**config.mk**
```make
export PLATFORM = sky130hd
export DESIGN_NAME = axil_blockmem_ctrl
export DESIGN_NICKNAME = d
export VERILOG_FILES = /design/src/rtl/axil_blockmem_pkg.sv /design/src/rtl/axil_blockmem_arb.sv /design/src/rtl/axil_blockmem_ctrl.sv
export SDC_FILE = /design/constraint.sdc
export NUM_CORES = 1
export LEC_CHECK = 0
export CORE_ASPECT_RATIO = 0.6
export CORE_MARGIN = 2
export CORE_UTILIZATION = 35
export CTS_BUF_LIST = sky130_fd_sc_hd__clkbuf_8 sky130_fd_sc_hd__clkbuf_16
export DETAILED_ROUTE_END_ITERATION = 12
export GPL_TIMING_DRIVEN = 1
export PLACE_DENSITY_LB_ADDON = 0.2
export SLEW_MARGIN = 5
export SYNTH_ARGS = -nofsm -noshare
export SYNTH_HDL_FRONTEND = slang
export SYNTH_SLANG_ARGS = --single-unit
```
**constraint.sdc**
```tcl
create_clock -name clka -period 3.26 [get_ports clka]
set_input_delay 0.489 -clock clka [delete_from_list [all_inputs] [get_ports clka]]
set_output_delay 0.489 -clock clka [all_outputs]
set_load 0.01 [all_outputs]
```
**src/rtl/axil_blockmem_pkg.sv**
```systemverilog
// Shared types and constants for the AXI4-Lite to single-port block RAM controller.
package axil_blockmem_pkg;

    typedef enum logic [2:0] {
        ST_IDLE  = 3'd0,
        ST_WRITE = 3'd1,
        ST_WRESP = 3'd2,
        ST_READ  = 3'd3,
        ST_RWAIT = 3'd4,
        ST_RRESP = 3'd5
    } state_t;

    localparam logic [1:0] RESP_OKAY   = 2'b00;
    localparam logic [1:0] RESP_SLVERR = 2'b10;

    localparam logic GRANT_WR = 1'b0;
    localparam logic GRANT_RD = 1'b1;

    // Number of byte-offset bits dropped to form a word address.
    function automatic int unsigned byte_shift(input int unsigned data_width);
        return $clog2(data_width / 32'd8);
    endfunction

endpackage

```
**src/rtl/axil_blockmem_arb.sv**
```systemverilog
// Two-way round-robin grant between a pending write and a pending read.
// last_grant only moves when the controller actually accepts a request.
module axil_blockmem_arb
    import axil_blockmem_pkg::*;
(
    input  logic clka,
    input  logic rsta,
    input  logic wr_req,
    input  logic rd_req,
    input  logic accept,
    output logic wr_gnt,
    output logic rd_gnt
);

    logic last_grant_q;
    logic last_grant_d;

    // Grant decode; on contention the side not served last time wins.
    always_comb begin
        wr_gnt       = 1'b0;
        rd_gnt       = 1'b0;
        last_grant_d = last_grant_q;
        if (wr_req && rd_req) begin
            if (last_grant_q == GRANT_WR) begin
                rd_gnt = 1'b1;
            end else begin
                wr_gnt = 1'b1;
            end
        end else if (wr_req) begin
            wr_gnt = 1'b1;
        end else if (rd_req) begin
            rd_gnt = 1'b1;
        end else begin
            wr_gnt = 1'b0;
            rd_gnt = 1'b0;
        end
        if (accept) begin
            last_grant_d = rd_gnt ? GRANT_RD : GRANT_WR;
        end else begin
            last_grant_d = last_grant_q;
        end
    end

    // Round-robin history register.
    always_ff @(posedge clka or posedge rsta) begin
        if (rsta) begin
            last_grant_q <= GRANT_WR;
        end else begin
            last_grant_q <= last_grant_d;
        end
    end

endmodule

```
**src/rtl/axil_blockmem_ctrl.sv**
```systemverilog
// AXI4-Lite slave driving one native block-RAM port, one transaction in flight.
// Define AXIL_BLOCKMEM_CTRL_ERR_EN to answer out-of-range addresses with SLVERR.
module axil_blockmem_ctrl
    import axil_blockmem_pkg::*;
#(
    parameter int G_DATAWIDTH     = 32,
    parameter int G_MEMDEPTH      = 1024,
    parameter int G_BWENABLE      = 1,
    parameter int G_AXI_ADDRWIDTH = 32,
    parameter int G_ADDRWIDTH     = $clog2(G_MEMDEPTH),
    parameter int G_WEWIDTH       = (G_DATAWIDTH / 8) * G_BWENABLE + (1 - G_BWENABLE)
) (
    input  logic                       clka,
    input  logic                       rsta,
    input  logic [G_AXI_ADDRWIDTH-1:0] s_axil_awaddr,
    input  logic                       s_axil_awvalid,
    output logic                       s_axil_awready,
    input  logic [G_DATAWIDTH-1:0]     s_axil_wdata,
    input  logic [G_DATAWIDTH/8-1:0]   s_axil_wstrb,
    input  logic                       s_axil_wvalid,
    output logic                       s_axil_wready,
    output logic [1:0]                 s_axil_bresp,
    output logic                       s_axil_bvalid,
    input  logic                       s_axil_bready,
    input  logic [G_AXI_ADDRWIDTH-1:0] s_axil_araddr,
    input  logic                       s_axil_arvalid,
    output logic                       s_axil_arready,
    output logic [G_DATAWIDTH-1:0]     s_axil_rdata,
    output logic [1:0]                 s_axil_rresp,
    output logic                       s_axil_rvalid,
    input  logic                       s_axil_rready,
    output logic                       mem_en,
    output logic [G_WEWIDTH-1:0]       mem_we,
    output logic [G_ADDRWIDTH-1:0]     mem_addr,
    output logic [G_DATAWIDTH-1:0]     mem_din,
    input  logic [G_DATAWIDTH-1:0]     mem_dout
);

    localparam int unsigned SHIFT_C = byte_shift(G_DATAWIDTH);

    state_t                     state_q, state_d;
    logic                       mem_en_q, mem_en_d;
    logic [G_WEWIDTH-1:0]       mem_we_q, mem_we_d;
    logic [G_ADDRWIDTH-1:0]     mem_addr_q, mem_addr_d;
    logic [G_DATAWIDTH-1:0]     mem_din_q, mem_din_d;
    logic [G_DATAWIDTH-1:0]     rdata_q, rdata_d;
    logic [1:0]                 bresp_q, bresp_d;
    logic [1:0]                 rresp_q, rresp_d;
    logic                       bvalid_q, bvalid_d;
    logic                       rvalid_q, rvalid_d;
    logic                       err_q, err_d;

    logic                       idle_s;
    logic                       wr_req_s, rd_req_s;
    logic                       wr_gnt_s, rd_gnt_s;
    logic                       wr_accept_s, rd_accept_s;
    logic [G_AXI_ADDRWIDTH-1:0] addr_s;
    logic [G_AXI_ADDRWIDTH-1:0] word_full_s;
    logic                       addr_err_s;
    logic [G_WEWIDTH-1:0]       we_map_s;
    logic                       unused_addr_s;

    assign idle_s      = (state_q == ST_IDLE);
    assign wr_req_s    = s_axil_awvalid & s_axil_wvalid;
    assign rd_req_s    = s_axil_arvalid;
    assign wr_accept_s = idle_s & wr_req_s & wr_gnt_s & ~rsta;
    assign rd_accept_s = idle_s & rd_req_s & rd_gnt_s & ~rsta;

    axil_blockmem_arb u_arb (
        .clka   (clka),
        .rsta   (rsta),
        .wr_req (wr_req_s),
        .rd_req (rd_req_s),
        .accept (wr_accept_s | rd_accept_s),
        .wr_gnt (wr_gnt_s),
        .rd_gnt (rd_gnt_s)
    );

    // Request address selection, word conversion and write-enable mapping.
    always_comb begin
        addr_s      = wr_gnt_s ? s_axil_awaddr : s_axil_araddr;
        word_full_s = addr_s >> SHIFT_C;
`ifdef AXIL_BLOCKMEM_CTRL_ERR_EN
        addr_err_s  = ({1'b0, word_full_s} >= (G_AXI_ADDRWIDTH + 1)'(G_MEMDEPTH));
`else
        addr_err_s  = 1'b0;
`endif
        if (G_BWENABLE == 1) begin
            we_map_s = G_WEWIDTH'(s_axil_wstrb);
        end else begin
            we_map_s = G_WEWIDTH'(|s_axil_wstrb);
        end
    end

    // Address bits outside the word range only matter for the range check.
    assign unused_addr_s = ^{s_axil_awaddr, s_axil_araddr, word_full_s};

    // Next-state and next-output logic of the transaction FSM.
    always_comb begin
        state_d    = state_q;
        mem_en_d   = 1'b0;
        mem_we_d   = {G_WEWIDTH{1'b0}};
        mem_addr_d = mem_addr_q;
        mem_din_d  = mem_din_q;
        rdata_d    = rdata_q;
        bresp_d    = bresp_q;
        rresp_d    = rresp_q;
        bvalid_d   = bvalid_q;
        rvalid_d   = rvalid_q;
        err_d      = err_q;
        case (state_q)
            ST_IDLE: begin
                if (wr_accept_s) begin
                    state_d    = ST_WRITE;
                    mem_en_d   = ~addr_err_s;
                    mem_we_d   = addr_err_s ? {G_WEWIDTH{1'b0}} : we_map_s;
                    mem_addr_d = word_full_s[G_ADDRWIDTH-1:0];
                    mem_din_d  = s_axil_wdata;
                    err_d      = addr_err_s;
                end else if (rd_accept_s) begin
                    state_d    = ST_READ;
                    mem_en_d   = ~addr_err_s;
                    mem_addr_d = word_full_s[G_ADDRWIDTH-1:0];
                    err_d      = addr_err_s;
                end else begin
                    state_d    = ST_IDLE;
                end
            end
            ST_WRITE: begin
                state_d  = ST_WRESP;
                bvalid_d = 1'b1;
                bresp_d  = err_q ? RESP_SLVERR : RESP_OKAY;
            end
            ST_WRESP: begin
                if (s_axil_bready) begin
                    state_d  = ST_IDLE;
                    bvalid_d = 1'b0;
                end else begin
                    state_d  = ST_WRESP;
                end
            end
            ST_READ: begin
                state_d = ST_RWAIT;
            end
            ST_RWAIT: begin
                state_d  = ST_RRESP;
                rvalid_d = 1'b1;
                rdata_d  = err_q ? {G_DATAWIDTH{1'b0}} : mem_dout;
                rresp_d  = err_q ? RESP_SLVERR : RESP_OKAY;
            end
            ST_RRESP: begin
                if (s_axil_rready) begin
                    state_d  = ST_IDLE;
                    rvalid_d = 1'b0;
                end else begin
                    state_d  = ST_RRESP;
                end
            end
            default: begin
                state_d  = ST_IDLE;
                bvalid_d = 1'b0;
                rvalid_d = 1'b0;
            end
        endcase
    end

    // State and registered outputs; reset abandons any transaction.
    always_ff @(posedge clka or posedge rsta) begin
        if (rsta) begin
            state_q    <= ST_IDLE;
            mem_en_q   <= 1'b0;
            mem_we_q   <= {G_WEWIDTH{1'b0}};
            mem_addr_q <= {G_ADDRWIDTH{1'b0}};
            mem_din_q  <= {G_DATAWIDTH{1'b0}};
            rdata_q    <= {G_DATAWIDTH{1'b0}};
            bresp_q    <= 2'b00;
            rresp_q    <= 2'b00;
            bvalid_q   <= 1'b0;
            rvalid_q   <= 1'b0;
            err_q      <= 1'b0;
        end else begin
            state_q    <= state_d;
            mem_en_q   <= mem_en_d;
            mem_we_q   <= mem_we_d;
            mem_addr_q <= mem_addr_d;
            mem_din_q  <= mem_din_d;
            rdata_q    <= rdata_d;
            bresp_q    <= bresp_d;
            rresp_q    <= rresp_d;
            bvalid_q   <= bvalid_d;
            rvalid_q   <= rvalid_d;
            err_q      <= err_d;
        end
    end

    assign s_axil_awready = wr_accept_s;
    assign s_axil_wready  = wr_accept_s;
    assign s_axil_arready = rd_accept_s;
    assign s_axil_bresp   = bresp_q;
    assign s_axil_bvalid  = bvalid_q;
    assign s_axil_rdata   = rdata_q;
    assign s_axil_rresp   = rresp_q;
    assign s_axil_rvalid  = rvalid_q;
    assign mem_en         = mem_en_q;
    assign mem_we         = mem_we_q;
    assign mem_addr       = mem_addr_q;
    assign mem_din        = mem_din_q;

endmodule

```
# Yosys cells after proc, flatten, opt, wreduce, memory -nomap -nowiden
# Index checks and enable logic that the tools add are counted.
dict set report classes {
  n_eq_ne 7
  mux 29
  bitwise 11
  reduce_logical 9
}
# operator count
set ops {}
lappend ops {{2-to-1 mux 32 bit} 1}
lappend ops {{2-to-1 mux 10 bit} 2}
lappend ops {{case mux 3 bit (6 select lines)} 1}
lappend ops {{2-to-1 mux 1 bit} 15}
lappend ops {{2-to-1 mux 12 bit} 1}
lappend ops {{2-to-1 mux 2 bit} 4}
lappend ops {{2-to-1 mux 4 bit} 2}
lappend ops {{AND reduction 2 bit} 4}
lappend ops {{OR reduction 4 bit} 2}
lappend ops {{AND 1 bit} 7}
lappend ops {{equality test 3 x 2 -> 1 bit (second input constant)} 2}
lappend ops {{equality test 3 bit (second input constant)} 2}
lappend ops {{case mux 1 bit (3 select lines)} 2}
lappend ops {{!= test 2 bit (second input constant)} 2}
lappend ops {{equality test 3 x 1 -> 1 bit (second input constant)} 1}
lappend ops {{zero test 3 bit} 1}
lappend ops {{2-to-1 mux 3 bit} 1}
lappend ops {{NOT 1 bit} 3}
lappend ops {{nonzero test 2 bit} 1}
lappend ops {{logical AND 1 bit} 1}
lappend ops {{OR 1 bit} 1}
dict set report word_totals {
  register_bits 90
  input_bits 139
}

# Longest topological paths before layout
# Gate-level depths: netlist of run 1.
dict set report logic_depth {
  ltp_word 8
  ltp_mapped 6
  depth_no_buf 3
}

# Cells and area by module
# From an unflattened synthesis of run 1, not the netlist that was laid out.
dict set report hier_totals {
  cells_unflattened 225
  area_unflattened_um2 3574.7
}
# module n_inst cells_per_inst area_each_um2
set by_module_without_submodules {}
lappend by_module_without_submodules {axil_blockmem_ctrl 1 219 3508.4}
lappend by_module_without_submodules {axil_blockmem_arb 1 6 66.3}

# Worst setup path before layout of run 1
# No wires, ideal clock.
dict set report synth_path {
  path_type {reg-to-output}
  startpoint {register state_q[0]}
  endpoint {output port s_axil_wready}
  arrival_ns 1.460
  required_time_ns 2.771
  path_slack_ns 1.311
  stages_incl_launch_ff 7
  path_buffers 4
  path_cell_list {dfrtp_1 buf_2 nor4_4 and3_1 buf_6 buf_6 buf_4}
}
dict set report synth_via {
  elab_chain_len 4
}
# element line_no
set synth_lines {}
lappend synth_lines {{start, declared} axil_blockmem_ctrl.sv:41} ;# state_t state_q, state_d;
lappend synth_lines {{start signal, assigned} axil_blockmem_ctrl.sv:182} ;# state_q <= state_d;
lappend synth_lines {{zero test 3 bit} axil_blockmem_ctrl.sv:63} ;# assign idle_s = (state_q == ST_IDLE);
lappend synth_lines {{AND 1 bit (3 in a row)} axil_blockmem_ctrl.sv:66} ;# assign wr_accept_s = idle_s & wr_req_s & wr_gnt_s & ~rsta;
lappend synth_lines {{end, declared} axil_blockmem_ctrl.sv:21} ;# output logic s_axil_wready,
# Every way passes these cells.

# Worst setup path after layout of run 1
dict set report layout_path {
  startpoint {input port rsta}
  endpoint {output port s_axil_arready}
}
dict set report layout_via {
  elab_chain_len 2
}
# element line_no
set layout_lines {}
lappend layout_lines {{start, declared} axil_blockmem_ctrl.sv:14} ;# input logic rsta,
lappend layout_lines {{NOT 1 bit} axil_blockmem_ctrl.sv:67} ;# assign rd_accept_s = idle_s & rd_req_s & rd_gnt_s & ~rsta;
lappend layout_lines {{AND 1 bit} axil_blockmem_ctrl.sv:67}
lappend layout_lines {{end, declared} axil_blockmem_ctrl.sv:27} ;# output logic s_axil_arready,
# Every way passes these cells.

==> results.toml, run 1 <==
[outcome]
status = "completed"

[clock_network]
cts.sinks = 85
cts_resized = 0
cts_buffer_depth = 2
cts_setup_buffers = 0
clkSlewWorstSetupHoldPaths_ps = 60
cts_buffers = 9
hold_buffers = 0
clk_latency_ps = 330
cts_tree = "built"
cts_root_buf = "clkbuf_16"
cts_max_level = 3

[placed_design]
place_congestion = 0.771
port-buffer-count = 178
hpwl_mm = 6.19
dp.cells = 543

[setup_path]
start_kind = "input port"
arrival_ps = 2180
cp_max_fo = 14
cp_num_buf_inv = 3
critical_path_class = "input port to primary output"
crit_path_frequent_cell = "clkdlybuf4s50_1"
cp-end-kind = "primary output"
critical-path-slowest-cell = "clkdlybuf4s50_1"
cp.required_ps = 2770
max_stage_delay_ps = 550
crit_chain = "clkdlybuf4s50_1 > nor4_4 > buf_4 > nand2_1 > nor2_1 > clkdlybuf4s50_1"
crit_family = "buffers and inverters"

[drt]
vias_per_cell = 4.62
drc = 0
drt_iter0_markers = 52
drtPass1Iterations = 4
route.antenna.remaining_nets = 0
drt-total-wl_mm = 8.30
wire_per_inst_um = 14.8
vias = 2581

[grt]
grt_pass1_wl_mm = 13.4
antenna_found_initial = 0
first_global_vias = 2546
gr-total-overflow = 0
grtUsageTotal_pct = 16.4
grt_max_degree = 57

[power]
finalPower_mw = 5.04
leakage_nw = 2.30
seqPwrFrac_pct = 36.7
p_sw_share_pct = 30.0
clkPwrFrac_pct = 20.0
switchingPower_mw = 1.51
cell_internal_pwr_mw = 3.52
vdd_drop_max_mv = 0.474
p_comb_share_pct = 43.3
powerDensity_mw_per_mm2 = 898

[job]
drv_cap = 0

[floorplan]
dieArea_mm2 = 0.0106
core_region_area_mm2 = 0.00932
ios = 227
rows = 27
initial_core_util_pct = 36.6
die_y_um = 80.5
die_w_um = 132

[cells_and_area]
antenna_cells = 0
final_common_cell = "clkdlybuf4s50_1"
stdcell_count = 559
syn_to_final_growth_pct = 64.1
final_nets = 563
drive_gt1_share_pct = 14.9
layout_common_cells = "clkdlybuf4s50_1, dfrtp_1, mux2_2, mux2_1, a21oi_1"
fillerInstances = 777

[logic_synthesis]
syn_area_per_cell_um2 = 13.9
ys_seq_elements = 85
synth_xor_xnor_area_share_pct = 0
yosys-top-cells-area = "dfrtp_1, mux2_2, mux2_1"
synthCells = 245
synth_top_family_by_area = "multiplexers"
ys_types = 27
synth_simple_gate_area_share_pct = 5.68
synthMuxAreaShare_pct = 21.1
synth_top_cell_by_area = "dfrtp_1"
ys_warn_count = 0
synthAdderAreaFrac_pct = 0
syn_area_mm2 = 0.00342
seq_area_frac_synth_pct = 62.3
synth_compound_area_share_pct = 6.59
synth_top_area_share_pct = 62.3

[sta]
fin_skew_ps = 4.48
fin_crit_sh_pct = 82.0
rsz0062_at_grt = "false"
period_minus_slack_ps = 2670
relSlewSlack_pct = 63.2
worst_pin_slew_ps = 551
fin_hold_ws_ps = 482
fmax_mhz = 374
hold_viol = 0
setup_violations = 0
fin_tns_setup_ps = 0
drv_slew = 0

[hold_path]
min_path_type = "register to register"
[through the flow]
stage,setup WS (ps),utilization (%),area (um^2)
global route,461,60.1,5610
finish,588,60.1,5610
detailed placement,626,56.9,5310
floorplan,578,-,3430
global placement,614,56.9,5310
CTS,591,60.1,5610
[Yosys cell counts]
library cell,instances
dfrtp_1,85
mux2_2,38
mux2_1,26
a21oi_1,14
nand3_1,11
o21ai_0,11
a31oi_1,10
and2_1,6
buf_2,5
buf_4,5
clkbuf_1,5
inv_1,4
nand2_1,4
buf_6,3
nand2b_1,3
and3_1,2
nor2b_1,2
o22ai_1,2
a21o_1,1
a22o_1,1
buf_8,1
conb_1,1
nor2_1,1
nor3_2,1
nor3b_1,1
nor4_4,1
o2bb2ai_1,1
[cells by family (layout without fill, tap and decap cells)]
logic type	after synthesis	count (layout)
DFF	85	85
muxes	64	64
AOI/OAI and AO/OA	40	40
and+or+nand+nor	32	32
buffers and inverters	23	204
other	1	4
[worst register-to-register path: cells and delay by family (launching register included)]
kind	cells	cell delay [ps]
buffers and inverters	1	380
flip-flops	1	500
multiplexers	1	400
AND/OR/NAND/NOR	2	660
[registers in the layout, indices dropped and copies added, names as in the netlist]
name / count
s_axil_bvalid: 1
mem_din: 32
s_axil_rdata: 32
s_axil_rvalid: 1
state_q: 3
mem_we: 4
mem_en: 1
mem_addr: 10
u_arb.last_grant_q: 1
[power groups by stage]
stage	logic, mW	clock network (mW)	registers, mW
2_1_floorplan	0.747	0	2.06
4_1_cts	2.22	1.05	1.85
5_1_grt	2.32	1.09	1.91
6_report	2.18	1.01	1.85
3_5_place_dp	2.21	0	1.86
3_3_place_gp	2.18	0	1.84
[metal layers]
metal	wire (um)	share of wire, %	track usage (%)
met3	638	7.7	6.00
met4	82	0.99	5.54
met2	3770	45	25.7
met1	3810	46	21.2
met5	0	0	0
[worst paths after layout]
check / start / endpoint / slack, ps / depth (start not counted)
worst max register to register: state_q[0]$_DFF_PP0_ / mem_din[25]$_DFFE_PP0P_ / 1190 / 4
max in group asynchronous: rsta / s_axil_rdata[29]$_DFFE_PP0P_ / 1940 / 3
min in group asynchronous: rsta / mem_addr[4]$_DFFE_PP0P_ / 640 / 2
worst max-delay path: rsta / s_axil_arready / 590 / 6
worst min-delay path: mem_din[14]$_DFFE_PP0P_ / mem_din[14]$_DFFE_PP0P_ / 480 / 1
worst min register to register: mem_din[14]$_DFFE_PP0P_ / mem_din[14]$_DFFE_PP0P_ / 480 / 1
[final cells by class]
type                       count  area, um^2  share of cell area [%]
tap                          130         163                    2.90
sequential                    85        2130                    37.9
inverter                       4        16.3                   0.290
clock buffer                   9         225                    4.02
timing repair buffer         184        1840                    32.8
multi-input combinational    140        1160                    20.7
clock inverter                 7        73.8                    1.32
Note: power is estimated with default switching activity, not from simulation.
==> run 2, diff against run 1 <==
Clock period 3.26 ns to 2.8 ns, I/O delays scaled along.
==> results.toml, run 2 (synthesis results as in run 1) <==
[setup_path]
reg2regPathDepth = 4
crit_chain = "nor4_4 > and3_2 > clkdlybuf4s50_1"
cp-end-kind = "primary output"
cp_num_buf_inv = 1
critical-path-slowest-cell = "clkdlybuf4s50_1"
r2r_slack_ps = 670
path_depth = 3
timing.rr.end = "mem_din[26]$_DFFE_PP0P_"
max_stage_delay_ps = 570
arrival_ps = 2120
crit_family = "simple AND/OR/NAND/NOR gates"
cp.required_ps = 2380
critical_path_class = "register to primary output"
cp_max_fo = 8
startpoint = "state_q[0]$_DFF_PP0_"
start_kind = "register"
timing.rr.start = "state_q[0]$_DFF_PP0_"

[clock_network]
cts_resized = 0
cts_max_level = 3
hold_buffers = 0
clkSlewWorstSetupHoldPaths_ps = 60
cts_tree = "built"
clk_latency_ps = 330
cts_setup_buffers = 0
cts_root_buf = "clkbuf_16"
cts_buffer_depth = 2
cts.sinks = 85
cts_buffers = 9

[placed_design]
place_congestion = 0.760
dpl-instance-area_mm2 = 0.00532
port-buffer-count = 178
preCtsSetupSlack_ps = 326
hpwl_mm = 6.44

[grt]
grt_max_degree = 45
first_global_vias = 2684
gr-total-overflow = 0
grt_pass1_wl_mm = 14.0
antenna_found_initial = 0
grtUsageTotal_pct = 16.9

[hold_path]
hp-start = "mem_din[8]$_DFFE_PP0P_"
hold_end = "mem_din[8]$_DFFE_PP0P_"
min_path_type = "register to register"
min_path_cells = 1

[power]
p_comb_share_pct = 43.3
vdd_drop_max_mv = 0.577
clkPwrFrac_pct = 20.1
seqPwrFrac_pct = 36.6
powerDensity_mw_per_mm2 = 1050
cell_internal_pwr_mw = 4.12
leakage_nw = 2.31
switchingPower_mw = 1.76
p_sw_share_pct = 29.9

[sta]
fin_skew_ps = 5.60
fin_tns_setup_ps = 0
rsz0062_at_grt = "false"
drv_slew = 0
setup_violations = 0
relSlewSlack_pct = 61.3
period_minus_slack_ps = 2540
fin_crit_sh_pct = 90.8
fin_ws_ps = 256
worst_pin_slew_ps = 579
fmax_mhz = 393
hold_viol = 0

[floorplan]
die_w_um = 132
core_region_area_mm2 = 0.00932
ios = 227
dieArea_mm2 = 0.0106
die_y_um = 80.5
rows = 27
initial_core_util_pct = 36.6

[cells_and_area]
fillerInstances = 770
final_nets = 564
layout_common_cells = "clkdlybuf4s50_1, dfrtp_1, mux2_2, mux2_1, a21oi_1"
final_common_cell = "clkdlybuf4s50_1"
final_cell_area_mm2 = 0.00562
antenna_cells = 0
multi_input_area_mm2 = 0.00116
final_util_pct = 60.2
regArea_mm2 = 0.00213
drive_gt1_share_pct = 14.9
syn_to_final_growth_pct = 64.4

[drt]
vias_per_cell = 4.68
drt-total-wl_mm = 8.62
drt_iter0_markers = 49
wire_per_inst_um = 15.4
drc = 0
route.antenna.remaining_nets = 0
vias = 2622
drtPass1Iterations = 4

[outcome]
status = "completed"

[job]
drv_cap = 0
-- run 2: changes by cell type in the layout (fill, tap and decap cells not counted) --
cell	change
clkinv_4	-2
clkinv_2	-1
clkinvlp_4	+1
clkbuf_8	+1
buf_4	+1
inv_1	+1
-- run 2: layer usage --
metal	GRT usage [%]	routed length, um	share of wire [%]
met1	20.7	3780	44
met4	5.22	72	0.84
met5	0	0	0
met2	28.3	4050	47
met3	6.12	717	8.3
-- run 2: worst max path at each step --
stage,endpoint
final,s_axil_wready
after global routing,s_axil_awready
after floorplan,mem_addr[0]$_DFFE_PP0P_
after CTS,s_axil_wready
after global placement,s_axil_awready
after detailed placement,s_axil_wready
-- run 2: through the flow --
stage                     power (mW)  cells  hold slack, ps
after detailed placement        4.76    544             475
after floorplan                 3.27    248             518
after CTS                       5.97    560             492
final                           5.88    560             484
after global placement          4.69    544             467
after global routing            6.22    560             503
-- run 2: area by class of cell --
class	count	share of cell area, %
Sequential cell	85	37.9
Timing Repair Buffer	185	32.9
Multi-Input combinational cell	140	20.7
Clock buffer	10	4.25
Tap cell	130	2.90
Clock inverter	6	1.11
Inverter	4	0.290
-- run 2: power groups by stage --
stage	Combinational [mW]	Clock, mW	Sequential, mW
finish	2.55	1.18	2.15
global route	2.73	1.26	2.23
CTS	2.59	1.22	2.16
detailed placement	2.58	0	2.17
global placement	2.54	0	2.15
floorplan	0.870	0	2.40
==> run 3, diff against run 2 <==
Settings changed: CORE_UTILIZATION 35 to 32.
Clock period 2.8 ns to 2.1 ns, I/O delays scaled along.
==> results.toml, run 3 (synthesis results as in run 1) <==
[clock_network]
clkSlewWorstSetupHoldPaths_ps = 60
cts_max_level = 3
cts_root_buf = "clkbuf_16"
clk_latency_ps = 330
cts_tree = "built"
hold_buffers = 0
cts_buffer_depth = 2
cts.sinks = 85
cts_buffers = 9

[cells_and_area]
syn_to_final_growth_pct = 68.4
regArea_mm2 = 0.00213
multi_input_area_mm2 = 0.00117
drive_gt1_share_pct = 17.4
stdcell_count = 581
final_common_cell = "clkdlybuf4s50_1"
fillerInstances = 858
final_nets = 578
layout_common_cells = "clkdlybuf4s50_1, dfrtp_1, mux2_2, mux2_1, buf_4"
antenna_cells = 0

[setup_path]
cp_max_fo = 3
critical-path-slowest-cell = "dfrtp_1"
startpoint = "state_q[0]$_DFF_PP0_"
timing.rr.start = "state_q[0]$_DFF_PP0_"
crit_end = "s_axil_arready"
reg2regPathDepth = 6
critical_path_class = "register to primary output"
max_stage_delay_ps = 410
timing.rr.end = "mem_din[16]$_DFFE_PP0P_"
cp-end-kind = "primary output"
crit_chain = "nor4_4 > nand2_1 > nor2_1 > dlygate4sd2_1"
start_kind = "register"
arrival_ps = 1620
cp.required_ps = 1780
r2r_slack_ps = 260

[power]
leakage_nw = 2.39
vdd_drop_max_mv = 0.631
finalPower_mw = 7.88
powerDensity_mw_per_mm2 = 1370

[floorplan]
rows = 29
die_y_um = 84.0
core_region_area_mm2 = 0.0105
ios = 227
die_w_um = 137
dieArea_mm2 = 0.0115
initial_core_util_pct = 32.6

[sta]
hold_viol = 0
fmax_mhz = 517
rsz0062_at_grt = "false"
fin_ws_ps = 165
fin_crit_sh_pct = 92.2
setup_violations = 0
drv_slew = 0
period_minus_slack_ps = 1940
fin_skew_ps = 9.31

[drt]
drt_iter0_markers = 71
route.antenna.remaining_nets = 0
vias = 2620
drt-total-wl_mm = 8.54
vias_per_cell = 4.51
drtPass1Iterations = 4
drc = 0
wire_per_inst_um = 14.7

[placed_design]
port-buffer-count = 178
preCtsSetupSlack_ps = -85.1
hpwl_mm = 6.43
place_congestion = 0.734
dp.cells = 566

[grt]
grtUsageTotal_pct = 15.1
gr-total-overflow = 0
antenna_found_initial = 0
first_global_vias = 2605
grt_pass1_wl_mm = 13.4
grt_max_degree = 44

[hold_path]
min_path_type = "register to register"

[outcome]
status = "completed"

[job]
drv_cap = 0
[run 3: area by class of cell]
class	count	share of cell area, %
clock inverter	5	0.936
multi-input combinational	140	20.3
timing repair buffer	199	34.5
sequential	85	37.0
clock buffer	9	3.92
tap	139	3.02
inverter	4	0.326
[run 3: per-layer routing]
metal	wire (um)	part of all wire [%]	track usage [%]	vias to the layer above
met5	0	0	0	-
met4	58	0.68	3.37	0
met3	862	10	6.56	7
met2	3670	43	22.8	116
met1	3960	46	20.1	1241
li1	-	-	-	1256
[run 3: worst max-delay path: cells and delay by family (launching register included)]
family                 cells  cell delay, ps
flip-flops                 1             410
buffers and inverters      1             290
AND/OR/NAND/NOR            3             590
[run 3: worst min-delay path by stage]
stage / endpoint / startpoint / depth (start not counted)
after CTS: mem_din[1]$_DFFE_PP0P_ / mem_din[1]$_DFFE_PP0P_ / 1
after global routing: mem_din[1]$_DFFE_PP0P_ / mem_din[1]$_DFFE_PP0P_ / 1
after global placement: mem_din[18]$_DFFE_PP0P_ / mem_din[18]$_DFFE_PP0P_ / 1
after floorplan: mem_we[0]$_DFF_PP0_ / s_axil_wstrb[0] / 1
after detailed placement: mem_din[2]$_DFFE_PP0P_ / mem_din[2]$_DFFE_PP0P_ / 1
final: mem_din[1]$_DFFE_PP0P_ / mem_din[1]$_DFFE_PP0P_ / 1
[run 3: where the power goes]
group	switching (mW)	leakage (nW)	internal, mW
sequential	0.401	1.02	2.43
combinational	1.33	1.24	2.21
clock	0.603	0.141	0.903
total	2.34	2.39	5.54
[run 3: repair_timing]
item | 4_1_cts | 5_1_grt
resized for setup | 4 | 0
endpoints found under the setup margin | 3 | 0
setup buffers | 1 | 0
[run 3: metrics by stage]
stage               instance area, um^2  util [%]  hold WS [ps]  TNS, ps
floorplan                          3430         -           444        0
global placement                   5460      52.1           466     -191
detailed placement                 5460      52.1           474     -207
CTS                                5750      54.8           488        0
global route                       5750      54.8           501        0
finish                             5750      54.8           484        0
